`config.mk`:
```
export PLATFORM = sky130hd
export DESIGN_NAME = ula_div_seq
export DESIGN_NICKNAME = d
export VERILOG_FILES = /design/src/rtl/ula_pkg.sv /design/src/rtl/full_adder_32bit_sub.sv /design/src/rtl/ula_div_seq.sv
export SDC_FILE = /design/constraint.sdc
export NUM_CORES = 1
export LEC_CHECK = 0
export ABC_AREA = 0
export ABC_CLOCK_PERIOD_IN_PS = 16100
export CAP_MARGIN = 20
export CORE_MARGIN = 2
export CORE_UTILIZATION = 50
export DETAILED_ROUTE_END_ITERATION = 16
export PLACE_DENSITY = 0.78
export SLEW_MARGIN = 20
export SYNTH_ARGS = -nofsm -noshare
export SYNTH_HDL_FRONTEND = slang
export SYNTH_HIERARCHICAL = 1
export SYNTH_SLANG_ARGS = --single-unit
```
`constraint.sdc`:
```
create_clock -name clk -period 16.1 [get_ports clk]
set_clock_uncertainty 0.05 [all_clocks]
set_input_delay 1.61 -clock clk [delete_from_list [all_inputs] [get_ports clk]]
set_output_delay 1.61 -clock clk [all_outputs]
set_load 0.02 [all_outputs]
```
`src/rtl/ula_pkg.sv`:
```
// Shared widths, constants and FSM encoding for the ULA arithmetic blocks.
package ula_pkg;

    localparam int ULA_W     = 32;
    localparam int DIV_ITERS = 32;
    localparam int DIV_CNT_W = $clog2(DIV_ITERS);

    localparam logic [ULA_W-1:0]     DIV0_QUOT = 32'hFFFF_FFFF;
    localparam logic [DIV_CNT_W-1:0] DIV_LAST  = DIV_CNT_W'(DIV_ITERS - 1);

    typedef enum logic [1:0] {
        IDLE = 2'd0,
        RUN  = 2'd1,
        DONE = 2'd2
    } div_state_t;

endpackage

```
`src/rtl/full_adder_32bit_sub.sv`:
```
// 32-bit ripple subtractor a - b built as a + ~b + 1.
// carry_out = 1 means no borrow, i.e. a >= b (unsigned).
module full_adder_32bit_sub
    import ula_pkg::*;
(
    input  logic [ULA_W-1:0] a,
    input  logic [ULA_W-1:0] b,
    output logic [ULA_W-1:0] s,
    output logic             carry_out,
    output logic             overflow
);

    logic [ULA_W-1:0] w_nb;

    assign w_nb = ~b;

    always_comb begin
        logic [ULA_W:0] v_c;
        v_c       = '0;
        s         = '0;
        v_c[0]    = 1'b1;
        for (int i = 0; i < ULA_W; i++) begin
            s[i]     = a[i] ^ w_nb[i] ^ v_c[i];
            v_c[i+1] = (a[i] & w_nb[i]) | (v_c[i] & (a[i] ^ w_nb[i]));
        end
        carry_out = v_c[ULA_W];
        // Signed overflow: carry into the sign bit differs from carry out of it.
        overflow  = v_c[ULA_W] ^ v_c[ULA_W-1];
    end

endmodule

```
`src/rtl/ula_div_seq.sv`:
```
// Sequential unsigned 32-bit restoring divider, one quotient bit per cycle.
// The trial subtraction reuses the ULA subtractor; its borrow decides each bit.
module ula_div_seq
    import ula_pkg::*;
(
    input  logic             clk,
    input  logic             rst_n,
    input  logic             start,
    input  logic [ULA_W-1:0] dividend,
    input  logic [ULA_W-1:0] divisor,
    output logic             busy,
    output logic             done,
    output logic [ULA_W-1:0] quotient,
    output logic [ULA_W-1:0] remainder,
    output logic             div_by_zero,
    output logic [1:0]       dbg_state
);

    div_state_t           r_state;
    logic [ULA_W-1:0]     r_q;
    logic [ULA_W-1:0]     r_r;
    logic [ULA_W-1:0]     r_d;
    logic [DIV_CNT_W-1:0] r_cnt;
    logic                 r_dz;

    logic [ULA_W-1:0]     w_t;
    logic [ULA_W-1:0]     w_s;
    logic                 w_no_borrow;
    logic                 w_sub_ovf_unused;

    // Partial remainder shifted left with the next dividend bit; r[31] is always 0 here.
    assign w_t = {r_r[ULA_W-2:0], r_q[ULA_W-1]};

    full_adder_32bit_sub u_sub (
        .a         (w_t),
        .b         (r_d),
        .s         (w_s),
        .carry_out (w_no_borrow),
        .overflow  (w_sub_ovf_unused)
    );

    always_ff @(posedge clk) begin
        if (!rst_n) begin
            r_state <= IDLE;
            r_q     <= '0;
            r_r     <= '0;
            r_d     <= '0;
            r_cnt   <= '0;
            r_dz    <= 1'b0;
        end else begin
            case (r_state)
                IDLE, DONE: begin
                    if (start) begin
                        r_d   <= divisor;
                        r_cnt <= '0;
                        if (divisor != '0) begin
                            r_state <= RUN;
                            r_q     <= dividend;
                            r_r     <= '0;
                            r_dz    <= 1'b0;
                        end else begin
                            r_state <= DONE;
                            r_q     <= DIV0_QUOT;
                            r_r     <= dividend;
                            r_dz    <= 1'b1;
                        end
                    end else begin
                        r_state <= IDLE;
                    end
                end
                RUN: begin
                    if (w_no_borrow) begin
                        r_r <= w_s;
                        r_q <= {r_q[ULA_W-2:0], 1'b1};
                    end else begin
                        r_r <= w_t;
                        r_q <= {r_q[ULA_W-2:0], 1'b0};
                    end
                    r_cnt <= r_cnt + DIV_CNT_W'(1);
                    if (r_cnt == DIV_LAST) begin
                        r_state <= DONE;
                    end
                end
                default: r_state <= IDLE;
            endcase
        end
    end

    assign busy        = (r_state == RUN);
    assign done        = (r_state == DONE);
    assign quotient    = r_q;
    assign remainder   = r_r;
    assign div_by_zero = r_dz;
    assign dbg_state   = r_state;

endmodule

```
Yosys cells after proc, flatten, opt, wreduce, memory -nomap -nowiden
Cells that the tools add are included.
{"block": "totals", "register_bits": 104, "ramBits": 0, "mem_bits_ro": 0, "latchBits": 0, "memories": 0}
{"block": "classes", "n_mul": 0, "div_mod_pow": 0, "shifts": 0, "mux": 15, "eq_ne": 5, "n_addsub": 1, "reduce_logical": 6, "n_bitwise": 160, "n_lt_le_gt_ge": 0}
{"op": "two-way mux 32 bit", "n": 5}
{"op": "case mux 32 bit (2 select lines)", "n": 2}
{"op": "AND 1 bit", "n": 63}
{"op": "XOR 1 bit", "n": 63}
{"op": "NOT 32 bit", "n": 1}
{"op": "bitwise OR 1 bit", "n": 32}
{"op": "nonzero test 32 bit", "n": 1}
{"op": "case mux 5 bit (2 select lines)", "n": 1}
{"op": "two-way mux 2 bit", "n": 3}
{"op": "adder 5 x 1 -> 5 bit (second input constant)", "n": 1}
{"op": "equality test 5 bit (second input constant)", "n": 1}
{"op": "two-way mux 5 bit", "n": 1}
{"op": "case mux 2 bit (2 select lines)", "n": 1}
{"op": "AND reduction 2 bit", "n": 2}
{"op": "equality test 2 x 1 -> 1 bit (second input constant)", "n": 1}
{"op": "equality test 2 bit (second input constant)", "n": 1}
{"op": "zero test 2 bit", "n": 1}
{"op": "two-way mux 1 bit", "n": 2}
{"op": "!= test 2 x 1 -> 1 bit (second input constant)", "n": 1}
{"op": "!= test 2 bit (second input constant)", "n": 1}
{"op": "nonzero test 2 bit", "n": 1}
{"op": "OR reduction 2 bit", "n": 1}
{"op": "NOT 1 bit", "n": 1}

Logic depth before layout (Yosys ltp)
Gate-level depths: netlist of run 1.
{"block": "depth", "ltp_word": 67, "depth_mapped": 41}

Hierarchy
Netlist of run 1, hierarchy kept.
{"mod": "ula_div_seq", "instances": 1, "area_per_inst_um2": 4855.9, "cells_each": 568, "seq_area_each_um2": 2082.0}
{"mod": "full_adder_32bit_sub", "instances": 1, "area_per_inst_um2": 885.8, "cells_each": 98, "seq_area_each_um2": 0.0}

Worst setup path before layout of run 1
OpenSTA, ideal clock, no wires.
{"block": "synth_path", "path_type": "register -> register", "start": "reg r_q[31] (netlist: quotient[31])", "end": "reg r_r[16] (netlist: remainder[16])", "setup_slack_ps": 2682, "path_buffers": 2, "stages_incl_launch_ff": 42, "t_required_ps": 15931, "synth_period_minus_slack_ps": 13418, "t_arrival_ps": 13250, "cell_sequence": "dfxtp_1 inv_1 ha_1 fa_1 fa_1 fa_1 fa_1 fa_1 fa_1 fa_1 fa_1 fa_1 fa_1 fa_1 fa_1 fa_1 fa_1 fa_1 [... 6 more ...] fa_1 fa_1 fa_1 fa_1 fa_1 fa_1 fa_1 fa_1 fa_1 fa_1 fa_1 inv_1 fa_1 clkbuf_1 buf_2 mux2i_1 a21oi_1 o221a_1"}
{"block": "synth_via", "elab_chain_len": 66, "elab_cells_between_ends": 68, "cone_classes": "2 x mux; 66 x bitwise"}
{"element": "start: declaration", "line": "ula_div_seq.sv:20", "rtl": "logic [ULA_W-1:0] r_q;"}
{"element": "start signal: assignment", "line": "ula_div_seq.sv:58", "rtl": "r_q <= dividend;"}
{"element": "start signal: assignment", "line": "ula_div_seq.sv:74", "rtl": "r_q <= {r_q[ULA_W-2:0], 1'b1};"}
{"element": "start signal: assignment", "line": "ula_div_seq.sv:77", "rtl": "r_q <= {r_q[ULA_W-2:0], 1'b0};"}
{"element": "AND 1 bit / XOR 1 bit (equally long branches)", "line": "full_adder_32bit_sub.sv:24", "rtl": "v_c[i+1] = (a[i] & w_nb[i]) | (v_c[i] & (a[i] ^ w_nb[i]));"}
{"element": "bitwise OR 1 bit (*)", "line": "full_adder_32bit_sub.sv:24"}
{"element": "AND 1 bit (*)", "line": "full_adder_32bit_sub.sv:24"}
{"element": "bitwise OR 1 bit (*)", "line": "full_adder_32bit_sub.sv:24"}
{"element": "AND 1 bit (*)", "line": "full_adder_32bit_sub.sv:24"}
{"element": "bitwise OR 1 bit (*)", "line": "full_adder_32bit_sub.sv:24"}
{"element": "AND 1 bit (*)", "line": "full_adder_32bit_sub.sv:24"}
{"element": "bitwise OR 1 bit (*)", "line": "full_adder_32bit_sub.sv:24"}
{"element": "[... 51 more ...]"}
{"element": "bitwise OR 1 bit (*)", "line": "full_adder_32bit_sub.sv:24"}
{"element": "AND 1 bit (*)", "line": "full_adder_32bit_sub.sv:24"}
{"element": "bitwise OR 1 bit (*)", "line": "full_adder_32bit_sub.sv:24"}
{"element": "AND 1 bit (*)", "line": "full_adder_32bit_sub.sv:24"}
{"element": "bitwise OR 1 bit (*)", "line": "full_adder_32bit_sub.sv:24"}
{"element": "net w_no_borrow", "line": "ula_div_seq.sv:28", "rtl": "logic w_no_borrow;"}
{"element": "two-way mux 32 bit (*)", "line": "ula_div_seq.sv:72", "rtl": "if (w_no_borrow) begin"}
{"element": "case mux 32 bit (2 select lines) (*)", "line": "ula_div_seq.sv:51", "rtl": "case (r_state)"}
{"element": "end signal: assignment", "line": "ula_div_seq.sv:64", "rtl": "r_r <= dividend;"}
{"element": "end signal: assignment", "line": "ula_div_seq.sv:73", "rtl": "r_r <= w_s;"}
{"element": "end signal: assignment", "line": "ula_div_seq.sv:76", "rtl": "r_r <= w_t;"}
{"element": "end: declaration", "line": "ula_div_seq.sv:21", "rtl": "logic [ULA_W-1:0] r_r;"}
Mark *: on every way through the listed nets, which the timed path passes. The rest lies on a longest branch.
A chain may end at the register's enable or synchronous reset.

Worst setup path in the final report of run 1
{"block": "layout_path", "start": "reg r_q[31] (netlist: quotient[31])", "end": "reg r_r[25] (netlist: remainder[25])"}
The elaborated chain is that of the path after synthesis.

==> qor.yml, run 1 <==
syn_nets: 766
hp-class: "flip-flop to flip-flop"
grt_max_degree: 75
area_growth_pct: 28.31
drv_cap: 0
reg2reg_depth: 39
setup_viol: 0
synth_area_sq_um: 5733
rrSetupSlack_ns: 1.84
critical_path_class: "flip-flop to flip-flop"
drv_slew: 0
crit_family: "adder cells"
max_freq_mhz: 70.13
overflow: 0
n_antenna_cell: 0
dieArea_sq_um: 12340
p_leak_uw: 0.002881
timing.final.crit_share: 0.8856
firstDrtPassIters: 5
htree_levels: 3
vias_per_cell: 5.756
vias: 5226
crit_top_cell: "fa_1"
end_kind: "flip-flop"
worstMarginPinSlew_ns: 1.071
post_cts_buffers: 0
grt_pass1_wl_microns: 26060
hold_ws_ns: 0.4174
ir_worst_vdd_uv: 64.48
clockBufferDepth: 2
numClockSinks: 104
finalNonFillerCells: 908
start_util: 0.5064
cts_tree: "done"
required_ns: 16.28
final_nets: 861
dpl.hpwl_microns: 10770
placed_cells: 892
layout-drive-gt1-share: 0.08235
dr.first_iter.drc_count: 383
crit_slowest_cell: "fa_2"
syn_area_per_cell_sq_um: 8.621
wirelength_microns: 15930
power_density_nw_per_um2: 112.6
grt_usage: 0.2572
multi_input_area_sq_um: 3163
grt_antenna_before_repair: 0
rsz0062_at_grt: "no"
clk_pin_slew_worst_paths_ns: 0.07
die_x_microns: 111.1
worstReg2RegEnd: "remainder[25]"
relSlewSlack: 0.2862
seqCellArea_sq_um: 2082
hold_violations: 0
clk_latency_ns: 0.35
reg2reg_from: "quotient[31]"
hold-path-endpoint: "r_d[16]"
rows: 39
status: "finished, final reports clean"
portBuffers: 135
place_congestion: 0.8759
crit_fanout: 33
fillers: 998
cts_hold_buf: 0
syn_inst: 665
io_pins: 136
grt_pass1_vias: 5123
core_area_sq_um: 11320
cp.arrival_ns: 14.44
cts_resized: 0
ys_warn_count: 6
pre_cts_slack_ns: 1.988
period_needed_ns: 14.26
cts-root-buf: "clkbuf_16"
p_total_uw: 828.3
slowest_delay_ns: 0.90
ant_nets: 0
fin_ws_ns: 1.841
cp-start-kind: "flip-flop"
whs_path_depth: 2
setup-tns-final_ns: 0
critPathBufInv: 4
drc_errors: 0
wl_per_cell_microns: 17.55
cts_buffers: 9
die_h_microns: 111.1
hold_start: "r_d[16]"
## layout by cell type, fill, tap and decap left out, types with 4 or more instances in the layout
master and instances:
a21oi_1 66, a21oi_2 27, a311o_1 5, buf_4 7, clkbuf_16 9, clkdlybuf4s50_1 134
dfxtp_1 104, fa_1 30, inv_1 66, mux2i_1 32, nand2_1 108, nor2_1 40
nor3_1 32, nor4_1 5, o21ai_1 4, o221a_1 32, o221ai_1 27
## per-layer routing
metal,routed length (microns),part of all wire,GRT usage,vias to the layer above
met5,0,0,0,-
met4,333,0.021,0.08148,0
met3,1029,0.065,0.05139,27
met2,7779,0.49,0.4319,196
met1,6791,0.43,0.3358,2522
li1,-,-,-,2481
## report_power, final
group,internal (uW),switching [uW]
Combinational,143,164
Sequential,284,27.2
Clock,107,102
Total,535,294
## cell type report
| type | instances | area share |
|---|---|---|
| Tap cell | 143 | 0.02432 |
| Multi-Input combinational cell | 436 | 0.4300 |
| Inverter | 67 | 0.03419 |
| Timing Repair Buffer | 142 | 0.1902 |
| Sequential cell | 104 | 0.2830 |
| Clock buffer | 10 | 0.03113 |
| Clock inverter | 6 | 0.007144 |
## worst max-delay path by stage
stage                      start            end  cells past startpoint
floorplan           quotient[31]  remainder[16]                     41
global placement    quotient[31]  remainder[21]                     39
detailed placement  quotient[31]  remainder[25]                     39
CTS                 quotient[31]  remainder[25]                     39
global route        quotient[31]  remainder[25]                     39
finish              quotient[31]  remainder[25]                     39
## state kept, by name, indices dropped and copies added (netlist names)
| name | count |
|---|---|
| dbg_state | 2 |
| div_by_zero | 1 |
| quotient | 32 |
| r_cnt | 5 |
| r_d | 32 |
| remainder | 32 |
## per-stage QoR
step	utilization	instance area (sq um)
after global routing	0.6498	7356
after CTS	0.6493	7351
after global placement	0.6244	7069
after floorplan	-	5733
final	0.6498	7356
after detailed placement	0.6244	7069
## worst reg2reg max path: cells and delay by family (launching register included)
family	cells	cell delay [ns]
AO/OA/AOI/OAI	2	0.38
adder cells (fa/ha/maj)	32	12.80
buffers and inverters	4	0.27
flip-flops	1	0.37
multiplexers	1	0.28
No activity file was read; power rests on OpenSTA's default activity.
==> run 2, diff against run 1 <==
==> constraint.sdc (replaced) <==
create_clock -name clk -period 16.1 [get_ports clk]
set_clock_uncertainty 0.05 [all_clocks]
set_input_delay 2.415 -clock clk [delete_from_list [all_inputs] [get_ports clk]]
set_output_delay 2.415 -clock clk [all_outputs]
set_load 0.02 [all_outputs]
==> results of run 2 <==
Same layout as run 1: the final DEF is identical, and so are final timing and power.
==> run 3, diff against run 2 <==
Settings changed: ABC_CLOCK_PERIOD_IN_PS 16100 to 14900, CAP_MARGIN 20 to unset.
Clock period 16.1 ns to 14.9 ns, I/O delays scaled along.
==> run 3 against run 2 <==
  * Clock power rose by 24%
  * Power grew 12%
  * Cell count grew 0.22%
  * First-iteration DRC count rose by 5.2%
  * Sequential cell count did not move
  * Wire length barely moved
  * Critical path depth rose by 1
  * Sequential share of layout area decreased by 0.23 points
  * Final area rose by 0.83%
  * Core utilization rose by 0.54 points
  * Worst setup slack got worse by 0.85 ns
  * Highest routed layer unchanged
==> qor.yml, run 3 (synthesis gave the netlist of run 1 again) <==
vias_per_cell: 5.814
cp.arrival_ns: 14.10
cts_resized: 0
grt_pass1_vias: 5171
pre_cts_slack_ns: 1.122
fillers: 988
start_util: 0.5064
seqCellArea_sq_um: 2082
cts_buffers: 9
power_density_nw_per_um2: 125.2
required_ns: 15.09
drv_slew: 0
status: "finished, final reports clean"
p_clk_frac: 0.280
post_cts_buffers: 0
crit_slowest_cell: "fa_1"
pwr-share-comb: 0.356
worstMarginPinSlew_ns: 1.033
relSlewSlack: 0.3113
drc_errors: 0
final_nets: 863
portBuffers: 135
dpl.hpwl_microns: 10700
die_h_microns: 111.1
hp-class: "flip-flop to flip-flop"
p_leak_uw: 0.002921
dr.first_iter.drc_count: 403
cts-root-buf: "clkbuf_16"
vias: 5291
max_freq_mhz: 71.88
setup-tns-final_ns: 0
rows: 39
area_growth_pct: 29.38
hold_violations: 0
end_kind: "flip-flop"
n_antenna_cell: 0
firstDrtPassIters: 5
cts_tree: "done"
timing.final.crit_share: 0.9337
setup_viol: 0
dieArea_sq_um: 12340
mostFrequentLayoutCells: "clkdlybuf4s50_1 (134), nand2_1 (108), dfxtp_1 (104)"
htree_levels: 3
cts_hold_buf: 0
grt_max_degree: 75
core_area_sq_um: 11320
clk_pin_slew_worst_paths_ns: 0.07
die_x_microns: 111.1
layout_commonest_cell: "clkdlybuf4s50_1"
period_needed_ns: 13.91
p_switching_uw: 317.3
fin_ws_ns: 0.9874
drv_cap: 0
wirelength_microns: 15930
clk_latency_ns: 0.35
grt_pass1_wl_microns: 25890
rsz0062_at_grt: "no"
swShare: 0.3416
grt_antenna_before_repair: 0
seq_power_share: 0.364
wl_per_cell_microns: 17.50
crit_fanout: 12
multi_input_area_sq_um: 3163
numClockSinks: 104
cp-start-kind: "flip-flop"
io_pins: 136
slowest_delay_ns: 0.42
grt_usage: 0.2565
crit_top_cell: "fa_1"
critical_path_class: "flip-flop to flip-flop"
clockBufferDepth: 2
overflow: 0
ant_nets: 0
layout-drive-gt1-share: 0.08605
internal-power_uw: 611.4
ir_worst_vdd_uv: 63.15
place_congestion: 0.8575
## run 3: worst paths after layout
kind                            slack, ns          from           end  depth (start not counted)
worst min register to register       0.41   div_by_zero   div_by_zero                          2
worst max-delay path                 0.99  quotient[31]  remainder[5]                         40
worst min-delay path                 0.41   div_by_zero   div_by_zero                          2
worst max register to register       0.99  quotient[31]  remainder[5]                         40
## run 3: layout make-up
cell class                 instances  area share
clock buffer                       9     0.03036
clock inverter                     7     0.01383
inverter                          67     0.03391
multi-input combinational        436      0.4265
sequential                       104      0.2807
tap                              143     0.02412
timing repair buffer             144      0.1906
## run 3: power groups by stage
stage,clock network (uW),logic (uW),registers [uW]
final,260,331,338
after global routing,276,366,342
after CTS,264,330,338
after detailed placement,0,328,344
after global placement,0,317,343
after floorplan,0,192,363
## run 3: layer usage
metal  wire length, microns  vias up  GRT usage
met5                      0        -          0
met4                    436        0     0.1078
met3                   1057       30    0.04101
met2                   7589      211     0.4192
met1                   6842     2554     0.3395
li1                       -     2496          -
## run 3: through the flow
stage                       util  hold WS (ns)  power (uW)  instance area, sq um  cells
final                     0.6552        0.4135       928.7                  7417    910
after global routing      0.6552        0.4349       984.6                  7417    910
after global placement    0.6258        0.3988       659.8                  7084    894
after detailed placement  0.6258        0.4049       671.4                  7084    894
after floorplan                -        0.3863       555.4                  5733    665
after CTS                 0.6547        0.4150       931.7                  7412    910
## run 3: critical path, delay by kind of cell (launching register included)
family | cells | cell delay, ns
buffers and inverters | 5 | 0.58
adder cells (fa/ha/maj) | 32 | 12.21
multiplexers | 1 | 0.23
flip-flops | 1 | 0.38
AO/OA/AOI/OAI | 2 | 0.35
